$ cat config.mk
export PLATFORM = sky130hd
export DESIGN_NAME = tpu_sequencer_flat
export DESIGN_NICKNAME = d
export VERILOG_FILES = /design/src/rtl/tpu_seq_pkg.sv /design/src/rtl/tpu_sequencer_if.sv /design/src/rtl/tpu_seq_fifo.sv /design/src/rtl/tpu_sequencer.sv /design/src/flat_wrapper.sv
export SDC_FILE = /design/constraint.sdc
export NUM_CORES = 1
export LEC_CHECK = 0
export CORE_AREA = 4 4 187 207
export DETAILED_ROUTE_END_ITERATION = 7
export DIE_AREA = 0 0 191 211
export PLACE_DENSITY = 0.75
export SYNTH_ARGS = -nofsm -noshare
export SYNTH_HDL_FRONTEND = slang
export SYNTH_SLANG_ARGS = --single-unit
export TNS_END_PERCENT = 30
$ cat constraint.sdc
create_clock -name clk -period 3.55 [get_ports clk]
set_input_delay 0.5325 -clock clk [delete_from_list [all_inputs] [get_ports clk]]
set_output_delay 0.5325 -clock clk [all_outputs]
set_load 0.005 [all_outputs]
$ cat src/rtl/tpu_seq_pkg.sv
// Shared types and constants for the TPU command sequencer: command layout,
// wait modes and FSM states.
package tpu_seq_pkg;

  localparam int CMD_W     = 81;
  localparam int PTR_LSB   = 72;
  localparam int PTR_W     = 9;
  localparam int ADDR_LSB  = 56;
  localparam int ROW_LSB   = 40;
  localparam int COL_LSB   = 24;
  localparam int DIM_W     = 16;
  localparam int TRANS_BIT = 23;
  localparam int PATH_LSB  = 19;
  localparam int PATH_W    = 4;
  localparam int SW_BIT    = 18;
  localparam int MODE_LSB  = 16;
  localparam int MODE_W    = 2;
  localparam int CNT_LSB   = 0;
  localparam int CNT_W     = 16;

  localparam logic [MODE_W-1:0] WM_NONE     = 2'd0;
  localparam logic [MODE_W-1:0] WM_CYCLES   = 2'd1;
  localparam logic [MODE_W-1:0] WM_WRBEATS  = 2'd2;
  localparam logic [MODE_W-1:0] WM_RESERVED = 2'd3;

  typedef enum logic [1:0] {ST_IDLE, ST_ISSUE, ST_WAIT} state_e;

  typedef struct packed {
    logic [PTR_W-1:0]  ptr_select;
    logic [DIM_W-1:0]  addr;
    logic [DIM_W-1:0]  row;
    logic [DIM_W-1:0]  col;
    logic              transpose;
    logic [PATH_W-1:0] pathway;
    logic              sw;
    logic [MODE_W-1:0] wait_mode;
    logic [CNT_W-1:0]  wait_count;
  } cmd_t;

  function automatic cmd_t cmd_decode(input logic [CMD_W-1:0] d);
    cmd_t c;
    c.ptr_select = d[PTR_LSB +: PTR_W];
    c.addr       = d[ADDR_LSB +: DIM_W];
    c.row        = d[ROW_LSB +: DIM_W];
    c.col        = d[COL_LSB +: DIM_W];
    c.transpose  = d[TRANS_BIT];
    c.pathway    = d[PATH_LSB +: PATH_W];
    c.sw         = d[SW_BIT];
    c.wait_mode  = d[MODE_LSB +: MODE_W];
    c.wait_count = d[CNT_LSB +: CNT_W];
    return c;
  endfunction

endpackage

$ cat src/rtl/tpu_sequencer_if.sv
// Host command handshake into the sequencer.
interface tpu_sequencer_if;
  import tpu_seq_pkg::*;

  logic [CMD_W-1:0] cmd_data_in;
  logic             cmd_valid_in;
  logic             cmd_ready_out;

  modport master (output cmd_data_in, cmd_valid_in, input cmd_ready_out);
  modport slave  (input cmd_data_in, cmd_valid_in, output cmd_ready_out);
endinterface

$ cat src/rtl/tpu_seq_fifo.sv
// Command FIFO with flush; pointers carry an extra wrap bit for full/empty.
module tpu_seq_fifo #(
  parameter int CMD_DEPTH = 4,
  parameter int CMD_W     = 81
) (
  input  logic             clk,
  input  logic             rst,
  input  logic             flush,
  input  logic             push,
  input  logic             pop,
  input  logic [CMD_W-1:0] wdata,
  output logic [CMD_W-1:0] rdata,
  output logic             full,
  output logic             empty
);
  localparam int AW = $clog2(CMD_DEPTH);

  logic [CMD_W-1:0] mem [CMD_DEPTH];
  logic [AW:0]      wp, rp;

  assign empty = (wp == rp);
  assign full  = (wp[AW] != rp[AW]) && (wp[AW-1:0] == rp[AW-1:0]);
  assign rdata = mem[rp[AW-1:0]];

  always_ff @(posedge clk or negedge rst) begin
    if (!rst) begin
      wp <= '0;
      rp <= '0;
    end else if (flush) begin
      wp <= '0;
      rp <= '0;
    end else begin
      if (push && !full) wp <= wp + 1'b1;
      if (pop && !empty) rp <= rp + 1'b1;
    end
  end

  always_ff @(posedge clk) begin
    if (push && !full && !flush) mem[wp[AW-1:0]] <= wdata;
  end
endmodule

$ cat src/rtl/tpu_sequencer.sv
// Command sequencer for the TPU datapath: issues queued commands to the UB
// read engine / systolic switch / VPU pathway and waits per command's mode.
module tpu_sequencer
  import tpu_seq_pkg::*;
#(
  parameter int SYSTOLIC_ARRAY_WIDTH = 2,
  parameter int CMD_DEPTH            = 4,
  parameter int TIMEOUT_CYCLES       = 1024
) (
  input  logic                            clk,
  input  logic                            rst,
  tpu_sequencer_if.slave                  cmd,
  input  logic                            abort_in,
  input  logic [0:SYSTOLIC_ARRAY_WIDTH-1] ub_wr_valid_in,
  output logic                            ub_rd_start_out,
  output logic                            ub_rd_transpose_out,
  output logic [PTR_W-1:0]                ub_ptr_select_out,
  output logic [DIM_W-1:0]                ub_rd_addr_out,
  output logic [DIM_W-1:0]                ub_rd_row_size_out,
  output logic [DIM_W-1:0]                ub_rd_col_size_out,
  output logic [PATH_W-1:0]               vpu_data_pathway_out,
  output logic                            sys_switch_out,
  output logic                            busy_out,
  output logic                            done_out,
  output logic                            error_out
);
  localparam int WD_W = $clog2(TIMEOUT_CYCLES + 1);

  state_e             state;
  logic [CMD_W-1:0]   head_raw;
  cmd_t               head;
  logic               full, empty, push, pop, rdy_en;
  logic [MODE_W-1:0]  mode;
  logic [CNT_W-1:0]   wcnt, cnt, acc;
  logic [WD_W-1:0]    wd;
  logic [CNT_W:0]     beats, sum;
  logic               fin, to;

  assign cmd.cmd_ready_out = rdy_en && !full && !abort_in;
  assign push     = cmd.cmd_valid_in && cmd.cmd_ready_out;
  assign head     = cmd_decode(head_raw);
  assign busy_out = (state != ST_IDLE) || !empty;

  tpu_seq_fifo #(.CMD_DEPTH(CMD_DEPTH), .CMD_W(CMD_W)) u_fifo (
    .clk, .rst, .flush(abort_in), .push, .pop,
    .wdata(cmd.cmd_data_in), .rdata(head_raw), .full, .empty
  );

  // Completion (fin) vs watchdog expiry (to); beats judged on acc + this cycle.
  always_comb begin
    beats = '0;
    for (int i = 0; i < SYSTOLIC_ARRAY_WIDTH; i++)
      beats = beats + (CNT_W+1)'(ub_wr_valid_in[i]);
    sum = {1'b0, acc} + beats;
    fin = 1'b0;
    to  = 1'b0;
    case (state)
      ST_ISSUE: fin = (mode == WM_NONE) || (mode == WM_RESERVED) || (wcnt == '0);
      ST_WAIT: begin
        if (mode == WM_CYCLES)                 fin = (cnt == CNT_W'(1));
        else if (sum >= {1'b0, wcnt})          fin = 1'b1;
        else if (wd == WD_W'(TIMEOUT_CYCLES-1)) to = 1'b1;
      end
      default: ;
    endcase
    pop = !abort_in && !empty && ((state == ST_IDLE) || fin || to);
  end

  always_ff @(posedge clk or negedge rst) begin
    if (!rst) begin
      state                <= ST_IDLE;
      rdy_en               <= 1'b0;
      mode                 <= WM_NONE;
      wcnt                 <= '0;
      cnt                  <= '0;
      acc                  <= '0;
      wd                   <= '0;
      ub_rd_start_out      <= 1'b0;
      ub_rd_transpose_out  <= 1'b0;
      ub_ptr_select_out    <= '0;
      ub_rd_addr_out       <= '0;
      ub_rd_row_size_out   <= '0;
      ub_rd_col_size_out   <= '0;
      vpu_data_pathway_out <= '0;
      sys_switch_out       <= 1'b0;
      done_out             <= 1'b0;
      error_out            <= 1'b0;
    end else begin
      rdy_en          <= 1'b1;
      ub_rd_start_out <= 1'b0;
      sys_switch_out  <= 1'b0;
      done_out        <= 1'b0;
      if (abort_in) begin
        state <= ST_IDLE;
        cnt   <= '0;
        acc   <= '0;
        wd    <= '0;
      end else begin
        done_out <= fin;
        if ((state == ST_ISSUE && mode == WM_RESERVED) || to) error_out <= 1'b1;
        if (fin || to) state <= ST_IDLE;
        if (state == ST_WAIT) begin
          cnt <= cnt - 1'b1;
          acc <= sum[CNT_W] ? '1 : sum[CNT_W-1:0];
          if (mode == WM_WRBEATS) wd <= wd + 1'b1;
        end
        if (state == ST_ISSUE && !fin) begin
          state <= ST_WAIT;
          cnt   <= wcnt;
          acc   <= '0;
          wd    <= '0;
        end
        // A pop overrides the IDLE return above and latches the new config.
        if (pop) begin
          state                <= ST_ISSUE;
          mode                 <= head.wait_mode;
          wcnt                 <= head.wait_count;
          ub_rd_start_out      <= 1'b1;
          sys_switch_out       <= head.sw;
          ub_rd_transpose_out  <= head.transpose;
          ub_ptr_select_out    <= head.ptr_select;
          ub_rd_addr_out       <= head.addr;
          ub_rd_row_size_out   <= head.row;
          ub_rd_col_size_out   <= head.col;
          vpu_data_pathway_out <= head.pathway;
        end
      end
    end
  end
endmodule
$ cat src/flat_wrapper.sv
// flat-port wrapper written by rule: the top's interface ports become plain ports
module tpu_sequencer_flat import tpu_seq_pkg::*;
#(
  parameter int SYSTOLIC_ARRAY_WIDTH = 2,
  parameter int CMD_DEPTH            = 4,
  parameter int TIMEOUT_CYCLES       = 1024
)
  (clk, rst, abort_in, ub_wr_valid_in, ub_rd_start_out, ub_rd_transpose_out, ub_ptr_select_out, ub_rd_addr_out, ub_rd_row_size_out, ub_rd_col_size_out, vpu_data_pathway_out, sys_switch_out, busy_out, done_out, error_out, cmd_cmd_data_in, cmd_cmd_valid_in, cmd_cmd_ready_out);
  tpu_sequencer_if cmd_i ();
  input  logic clk;
  input  logic rst;
  input  logic abort_in;
  input  logic [0:SYSTOLIC_ARRAY_WIDTH-1] ub_wr_valid_in;
  output logic ub_rd_start_out;
  output logic ub_rd_transpose_out;
  output logic [PTR_W-1:0] ub_ptr_select_out;
  output logic [DIM_W-1:0] ub_rd_addr_out;
  output logic [DIM_W-1:0] ub_rd_row_size_out;
  output logic [DIM_W-1:0] ub_rd_col_size_out;
  output logic [PATH_W-1:0] vpu_data_pathway_out;
  output logic sys_switch_out;
  output logic busy_out;
  output logic done_out;
  output logic error_out;
  input wire logic [$bits(cmd_i.cmd_data_in)-1:0] cmd_cmd_data_in;
  input wire logic [$bits(cmd_i.cmd_valid_in)-1:0] cmd_cmd_valid_in;
  output wire logic [$bits(cmd_i.cmd_ready_out)-1:0] cmd_cmd_ready_out;
  assign cmd_i.cmd_data_in = cmd_cmd_data_in;
  assign cmd_i.cmd_valid_in = cmd_cmd_valid_in;
  assign cmd_cmd_ready_out = cmd_i.cmd_ready_out;
  tpu_sequencer #(.SYSTOLIC_ARRAY_WIDTH(SYSTOLIC_ARRAY_WIDTH), .CMD_DEPTH(CMD_DEPTH), .TIMEOUT_CYCLES(TIMEOUT_CYCLES)) u_core (.clk(clk), .rst(rst), .cmd(cmd_i), .abort_in(abort_in), .ub_wr_valid_in(ub_wr_valid_in), .ub_rd_start_out(ub_rd_start_out), .ub_rd_transpose_out(ub_rd_transpose_out), .ub_ptr_select_out(ub_ptr_select_out), .ub_rd_addr_out(ub_rd_addr_out), .ub_rd_row_size_out(ub_rd_row_size_out), .ub_rd_col_size_out(ub_rd_col_size_out), .vpu_data_pathway_out(vpu_data_pathway_out), .sys_switch_out(sys_switch_out), .busy_out(busy_out), .done_out(done_out), .error_out(error_out));
endmodule
==> results of run 1 <==
## sequential cells by signal (all words and copies together), names as in the netlist, 4 cells and up
signal	flops
u_core.wcnt	16
u_core.ub_ptr_select_out	9
u_core.wd	11
u_core.ub_rd_addr_out	16
u_core.acc	16
u_core.ub_rd_col_size_out	16
u_core.u_fifo.mem	324
u_core.vpu_data_pathway_out	4
u_core.ub_rd_row_size_out	16
u_core.cnt	16
## per-layer routing
| layer | up-vias | GRT usage [%] |
|---|---|---|
| met5 | - | 0 |
| met2 | 220 | 32.94 |
| met1 | 5065 | 25.03 |
| li1 | 4379 | - |
| met3 | 57 | 4.628 |
| met4 | 4 | 4.929 |
## cell usage in the layout, fill, tap and decap left out, types with 16 or more instances in the layout
cell type,n
edfxtp_1,324
clkdlybuf4s50_1,151
dfrtp_1,134
mux4_2,81
mux2_4,80
nor2_1,51
clkbuf_16,46
buf_4,45
inv_1,28
nand2_1,28
ha_1,28
xor2_1,18
xnor2_1,18
clkbuf_1,18
a21oi_1,16
## power by group
part           total (W)  switching [W]  internal, W  leakage [nW]
clock network    0.00437        0.00188      0.00249         0.649
registers        0.00705       0.000622      0.00643          4.63
logic            0.00484        0.00188      0.00296          3.22
## area by class of cell
type	instances	area [um2]
diodes	1	2.502
clock buffers	64	1196
clock inverters	16	145.1
fillers	2537	13380
inverters	29	121.4
multi-input cells	470	5592
flip-flops and latches	460	13140
well taps	494	618.1
repair buffers	236	2566
## how the worst max path moves through the flow
| stage | cells after the start | endpoint | start |
|---|---|---|---|
| 2_1_floorplan | 17 | u_core.mode[0]$_DFFE_PN0P_ | ub_wr_valid_in[1] |
| 3_3_place_gp | 18 | u_core.ub_rd_col_size_out[7]$_DFFE_PN0P_ | ub_wr_valid_in[1] |
| 3_5_place_dp | 18 | u_core.vpu_data_pathway_out[0]$_DFFE_PN0P_ | ub_wr_valid_in[1] |
| 4_1_cts | 18 | u_core.ub_rd_addr_out[0]$_DFFE_PN0P_ | u_core.acc[1]$_DFFE_PN0P_ |
| 5_1_grt | 18 | u_core.ub_rd_row_size_out[15]$_DFFE_PN0P_ | u_core.acc[1]$_DFFE_PN0P_ |
| 6_report | 17 | u_core.ub_rd_col_size_out[3]$_DFFE_PN0P_ | u_core.acc[0]$_DFFE_PN0P_ |
## timing repair
item | in CTS | in global routing
endpoints found under the hold margin | 1 | 0
buffers inserted | 23 | 8
gates cloned | 4 | 2
hold buffers | 1 | 0
pin swaps | 24 | 19
gates resized for setup | 56 | 17
endpoints found under the setup margin | 129 | 129
## metrics by stage
step                setup WS [ns]  instance area, um2  hold WS (ns)  cells
floorplan                 -0.2998               18840        0.2369    998
global placement          -0.9320               21270        0.3183   1652
detailed placement         -1.007               21270        0.3168   1652
CTS                       -0.2815               23170        0.3306   1759
global route              -0.4028               23380        0.3382   1769
finish                    -0.2270               23380        0.3481   1770
## cells by family (layout without fill, tap and decap cells)
family | count (synthesis) | count (layout)
other cells | 1 | 2
fa+ha+maj | 34 | 34
flops | 460 | 460
buf+inv | 68 | 345
compound gates | 70 | 70
simple gates | 159 | 159
mux | 164 | 164
xor+xnor | 42 | 42
==> results.toml, run 1 <==
[run_status]
status = "finished, violations left"
violations = "setup timing"

[synthesis]
synth-compound-area-share_pct = 2.764
yosysSeqAreaShare_pct = 70.08
yosys.area_share.simple_pct = 4.460
synth_cells = 998
synth_top_family_by_area = "multiplexers"
synth-xor-area-share_pct = 1.963
synth.top_cells.by_area = "edfxtp_1 (52%), dfrtp_1 (18%), mux4_2 (9.7%), mux2_4 (6.2%), ha_1 (2.2%)"
yosys.area.top_type_share_pct = 51.92
syn_area_per_cell_um2 = 18.78
synth-seq-cells = 460
synthAdderAreaFrac_pct = 2.310
ys_types = 62
netlist_area_um2 = 18740
synth_top_cell_by_area = "edfxtp_1"
async_flop_share_pct = 29.57
synth_mux_area_share_pct = 16.27
syn_nets = 1119
synth_warnings = 0
synthTopCellsByCount = "edfxtp_1 (324), dfrtp_1 (136), mux4_2 (81), mux2_4 (78), nor2_1 (54)"
synth.most_common_cell = "edfxtp_1"
synth-edff-count = 324
synth_ff_type = "edfxtp_1"

[final_layout]
nets = 1362
area_growth_pct = 24.76
drive_gt1_share_pct = 28.78
post-route-util_pct = 63.61

[sta]
fin_crit_ns = 3.777
final_hold_viol_count = 0
final_max_slew_viol_count = 0
layout_setup_ws_ns = -0.2270
max_freq_mhz = 264.8
worst_slew_pin_slew_ns = 0.9750
rsz0062_at_grt = "true"
fin_crit_sh_pct = 106.4
skew_ns = 0.01351
fin_tns_setup_ns = -19.37
setup_violations = 129
slew_headroom_pct = 35.00

[floorplan]
start_util_pct = 50.98
coreArea_um2 = 36760
die_width_um = 191
die_area_um2 = 40300
ios = 155
num_rows = 74
dieHeight_um = 211

[placement]
portBuffers = 154
routabilityCongestion = 0.8685
hpwlAfterDp_um = 22720

[critical_path]
cp_max_fo = 9
rr_startpoint = "u_core.acc[0]$_DFFE_PN0P_"
path_buf_inv = 4
critPathArrivalTime_ns = 4.20
max_stage_delay_ns = 0.40
crit_chain = "ha_4 -> fa_2 -> nand3_4 -> nor2_4 -> and3_4 -> xor2_2 -> ha_1 -> nand4_1 -> buf_4 -> or2_4 -> o211a_4 -> o2111ai_4 -> nand2_4 -> inv_12 -> buf_12 -> buf_16 -> mux2_4"
cp.required_ns = 3.97
cp_slowest_cell = "dfrtp_1"
crit_type = "reg2reg"
crit_family = "adder cells"
rr_worst_depth = 17
rrSetupSlack_ns = -0.23
crit_path_end_kind = "register"
startpoint_type = "register"
rr_endpoint = "u_core.ub_rd_col_size_out[3]$_DFFE_PN0P_"

[global_route]
grt_pass1_vias = 10610
antenna_found_initial = 2
grt_max_degree = 105
grt_pass1_wl_um = 59740
grt-ovfl-total = 0
grt_usage_pct = 19.21

[clock_network]
cts_sinks = 460
clockRootBuffer = "clkbuf_16"
cts_buffers = 44
htreeDepth = 2
clk_latency_ns = 0.54
tritoncts = "done"
path_clk_slew_ns = 0.06
cts_buffer_depth = 3

[detailed_routing]
met2_length_um = 19850
routed_wl_um = 38370
drc_errors = 0
highest_layer = "met5"
ant_nets = 0
via_count = 9725
wire_per_inst_um = 21.68
via_per_inst = 5.494
first_pass_iters = 5
drt_iter0_markers = 506
drt-met1-wl_um = 15590
dr_wl_met3_um = 2176

[hold_path]
hp-class = "in2async"

[power]
finalPower_w = 0.01626
peakVddDrop_mv = 0.5729
leakagePower_nw = 8.499
power_density_nw_per_um2 = 695.6

[run]
cap_violations = 0
(Power assumes the default switching activity.)
==> inputs of run 2 (changes only) <==
--- a/config.mk
+++ b/config.mk
@@ -8,6 +8,7 @@
 export CORE_AREA = 4 4 187 207
 export DETAILED_ROUTE_END_ITERATION = 7
 export DIE_AREA = 0 0 191 211
+export GPL_TIMING_DRIVEN = 0
 export PLACE_DENSITY = 0.75
 export SYNTH_ARGS = -nofsm -noshare
 export SYNTH_HDL_FRONTEND = slang
==> run 2 against run 1 <==
The flow still finishes with violations (setup timing). Combinational power increased by 2%. Clock power increased by 11%. Design area increased by 1.3%. Die area unchanged. Core utilization increased by 0.82 points. Setup slack got worse by 0.13 ns. Worst hold slack improved by 0.14 ns. Sequential share of layout area decreased by 0.75 points. Non-clock buffer count increased by 10. First-iteration DRC count decreased by 5.3%. Highest routed layer unchanged. Largest power group unchanged.
==> results.toml, run 2 (synthesis results as in run 1) <==
[sta]
fin_crit_sh_pct = 109.9
skew_ns = 0.02912
worst_slew_pin_slew_ns = 0.8744
slew_headroom_pct = 41.71
final_hold_viol_count = 0
layout_setup_ws_ns = -0.3526
fin_crit_ns = 3.903
setup_violations = 129
max_freq_mhz = 256.2
rsz0062_at_grt = "true"
final_max_slew_viol_count = 0

[floorplan]
dieHeight_um = 211
coreArea_um2 = 36760
ios = 155
num_rows = 74
start_util_pct = 50.98
die_width_um = 191
die_area_um2 = 40300

[clock_network]
cts_buffer_depth = 3
clk_latency_ns = 0.56
cts_sinks = 460
clockRootBuffer = "clkbuf_16"
cts_buffers = 44
htreeDepth = 2
path_clk_slew_ns = 0.06
tritoncts = "done"

[global_route]
grt_pass1_wl_um = 60470
gr-usage-met2_pct = 32.47
grt_pass1_vias = 10720
gr-usage-met1_pct = 24.49
gr-usage-met3_pct = 5.686
busiest_layer = "met2"
grt_max_degree = 93
grt_usage_pct = 19.33
grt-ovfl-total = 0
antenna_found_initial = 8

[critical_path]
startpoint_type = "register"
critPathArrivalTime_ns = 4.32
cp_max_fo = 10
cp.required_ns = 3.97
crit_path_end_kind = "register"
crit_type = "reg2reg"

[power]
power_density_nw_per_um2 = 708.3
clockPowerShare_pct = 28.8
seqPwrFrac_pct = 41.7
leakagePower_nw = 8.593
p_comb_share_pct = 29.5
p_int_w = 0.01228
peakVddDrop_mv = 0.5902
p_switching_w = 0.004494
switching_share_pct = 26.79

[detailed_routing]
first_pass_iters = 5
routed_wl_um = 38650
drc_errors = 0
via_count = 9866
wire_per_inst_um = 21.64
via_per_inst = 5.524
ant_nets = 0
drt_iter0_markers = 479

[final_layout]
post-route-util_pct = 64.43
largest_register_ffs = 324
layout_common_cells = "edfxtp_1 (324), clkdlybuf4s50_1 (151), dfrtp_1 (136)"
layout_commonest_cell = "edfxtp_1"
area_growth_pct = 26.38
stdcell_count = 1786
drive_gt1_share_pct = 29.58
nets = 1373

[hold_path]
hp-class = "reg2reg"

[run]
cap_violations = 0

[run_status]
violations = "setup timing"
status = "finished, violations left"

[placement]
dp_cells = 1651
hpwlAfterDp_um = 22790
routabilityCongestion = 0.8214
portBuffers = 154
==> run 2: area by class of cell <==
| type | instances | area (um2) |
|---|---|---|
| Inverter | 29 | 135.1 |
| Antenna cell | 4 | 10.01 |
| Clock inverter | 20 | 271.5 |
| Buffer | 37 | 316.6 |
| Tap cell | 494 | 618.1 |
| Fill cell | 2469 | 13070 |
| Clock buffer | 62 | 1240 |
| Timing Repair Buffer | 209 | 2236 |
| Timing Repair inverter | 1 | 30.03 |
| Sequential cell | 460 | 13130 |
| Multi-Input combinational cell | 470 | 5694 |
==> run 2: worst max-delay path: stages (launching register included) <==
cell and delay (ns):
dfrtp_1 0.41, ha_1 0.33, a21oi_2 0.16, nand2b_4 0.17, nor2_4 0.05, and3_4 0.19, and3_4 0.19, xor2_2 0.15
ha_1 0.32, nand3_4 0.09, buf_4 0.15, or2_4 0.25, o211a_4 0.27, o2111ai_4 0.22, nand2_4 0.11, buf_12 0.17
clkinv_16 0.08, buf_12 0.15, mux2_4 0.30
==> run 2: power by group through the flow <==
| stage | registers, W | logic [W] | clock network [W] |
|---|---|---|---|
| final | 0.00699 | 0.00495 | 0.00484 |
| after floorplan | 0.00693 | 0.00277 | 0 |
| after global routing | 0.00707 | 0.00533 | 0.00519 |
| after detailed placement | 0.00706 | 0.00436 | 0 |
| after global placement | 0.00707 | 0.00425 | 0 |
| after CTS | 0.00699 | 0.00475 | 0.00494 |
==> run 2: worst paths after layout <==
path                                                    from                                       end  slack, ns  cells past startpoint
worst min register to register  u_core.error_out$_DFFE_PN0P_              u_core.error_out$_DFFE_PN0P_       0.49                      1
worst max register to register     u_core.acc[1]$_DFFE_PN0P_                u_core.wcnt[5]$_DFFE_PN0P_      -0.35                     18
min in group asynchronous                                rst      u_core.ub_rd_addr_out[3]$_DFFE_PN0P_       0.50                      2
worst min-delay path            u_core.error_out$_DFFE_PN0P_              u_core.error_out$_DFFE_PN0P_       0.49                      1
worst max-delay path               u_core.acc[1]$_DFFE_PN0P_                u_core.wcnt[5]$_DFFE_PN0P_      -0.35                     18
max in group asynchronous                                rst  u_core.ub_rd_col_size_out[9]$_DFFE_PN0P_       2.17                      3
==> run 2: routing by layer <==
metal / routed length (um) / vias up
met3: 2583 / 73
met2: 19920 / 239
met1: 15040 / 5132
met5: 69 / -
li1: - / 4412
met4: 1029 / 10
==> run 2: timing repair <==
action                     4_1_cts  5_1_grt
setup buffers                   25       19
hold buffers                     1        0
setup endpoints to repair      131      129
pin swaps                       35       27
resized for setup               61       45
cloned                           5        3
hold endpoints to repair        44        0
==> run 2: stage by stage <==
step | setup WS (ns) | cell area [um2] | total power, W | hold WS [ns] | TNS, ns
3_3_place_gp | -4.312 | 21000 | 0.01132 | 0.4637 | -1400.15
4_1_cts | -0.2891 | 23300 | 0.01668 | 0.4995 | -22.99
5_1_grt | -0.4802 | 23680 | 0.01760 | 0.5071 | -53.10
2_1_floorplan | -0.2998 | 18840 | 0.009704 | 0.2369 | -26.01
3_5_place_dp | -1.279 | 21160 | 0.01142 | 0.4863 | -153.68
6_report | -0.3526 | 23680 | 0.01678 | 0.4893 | -37.52
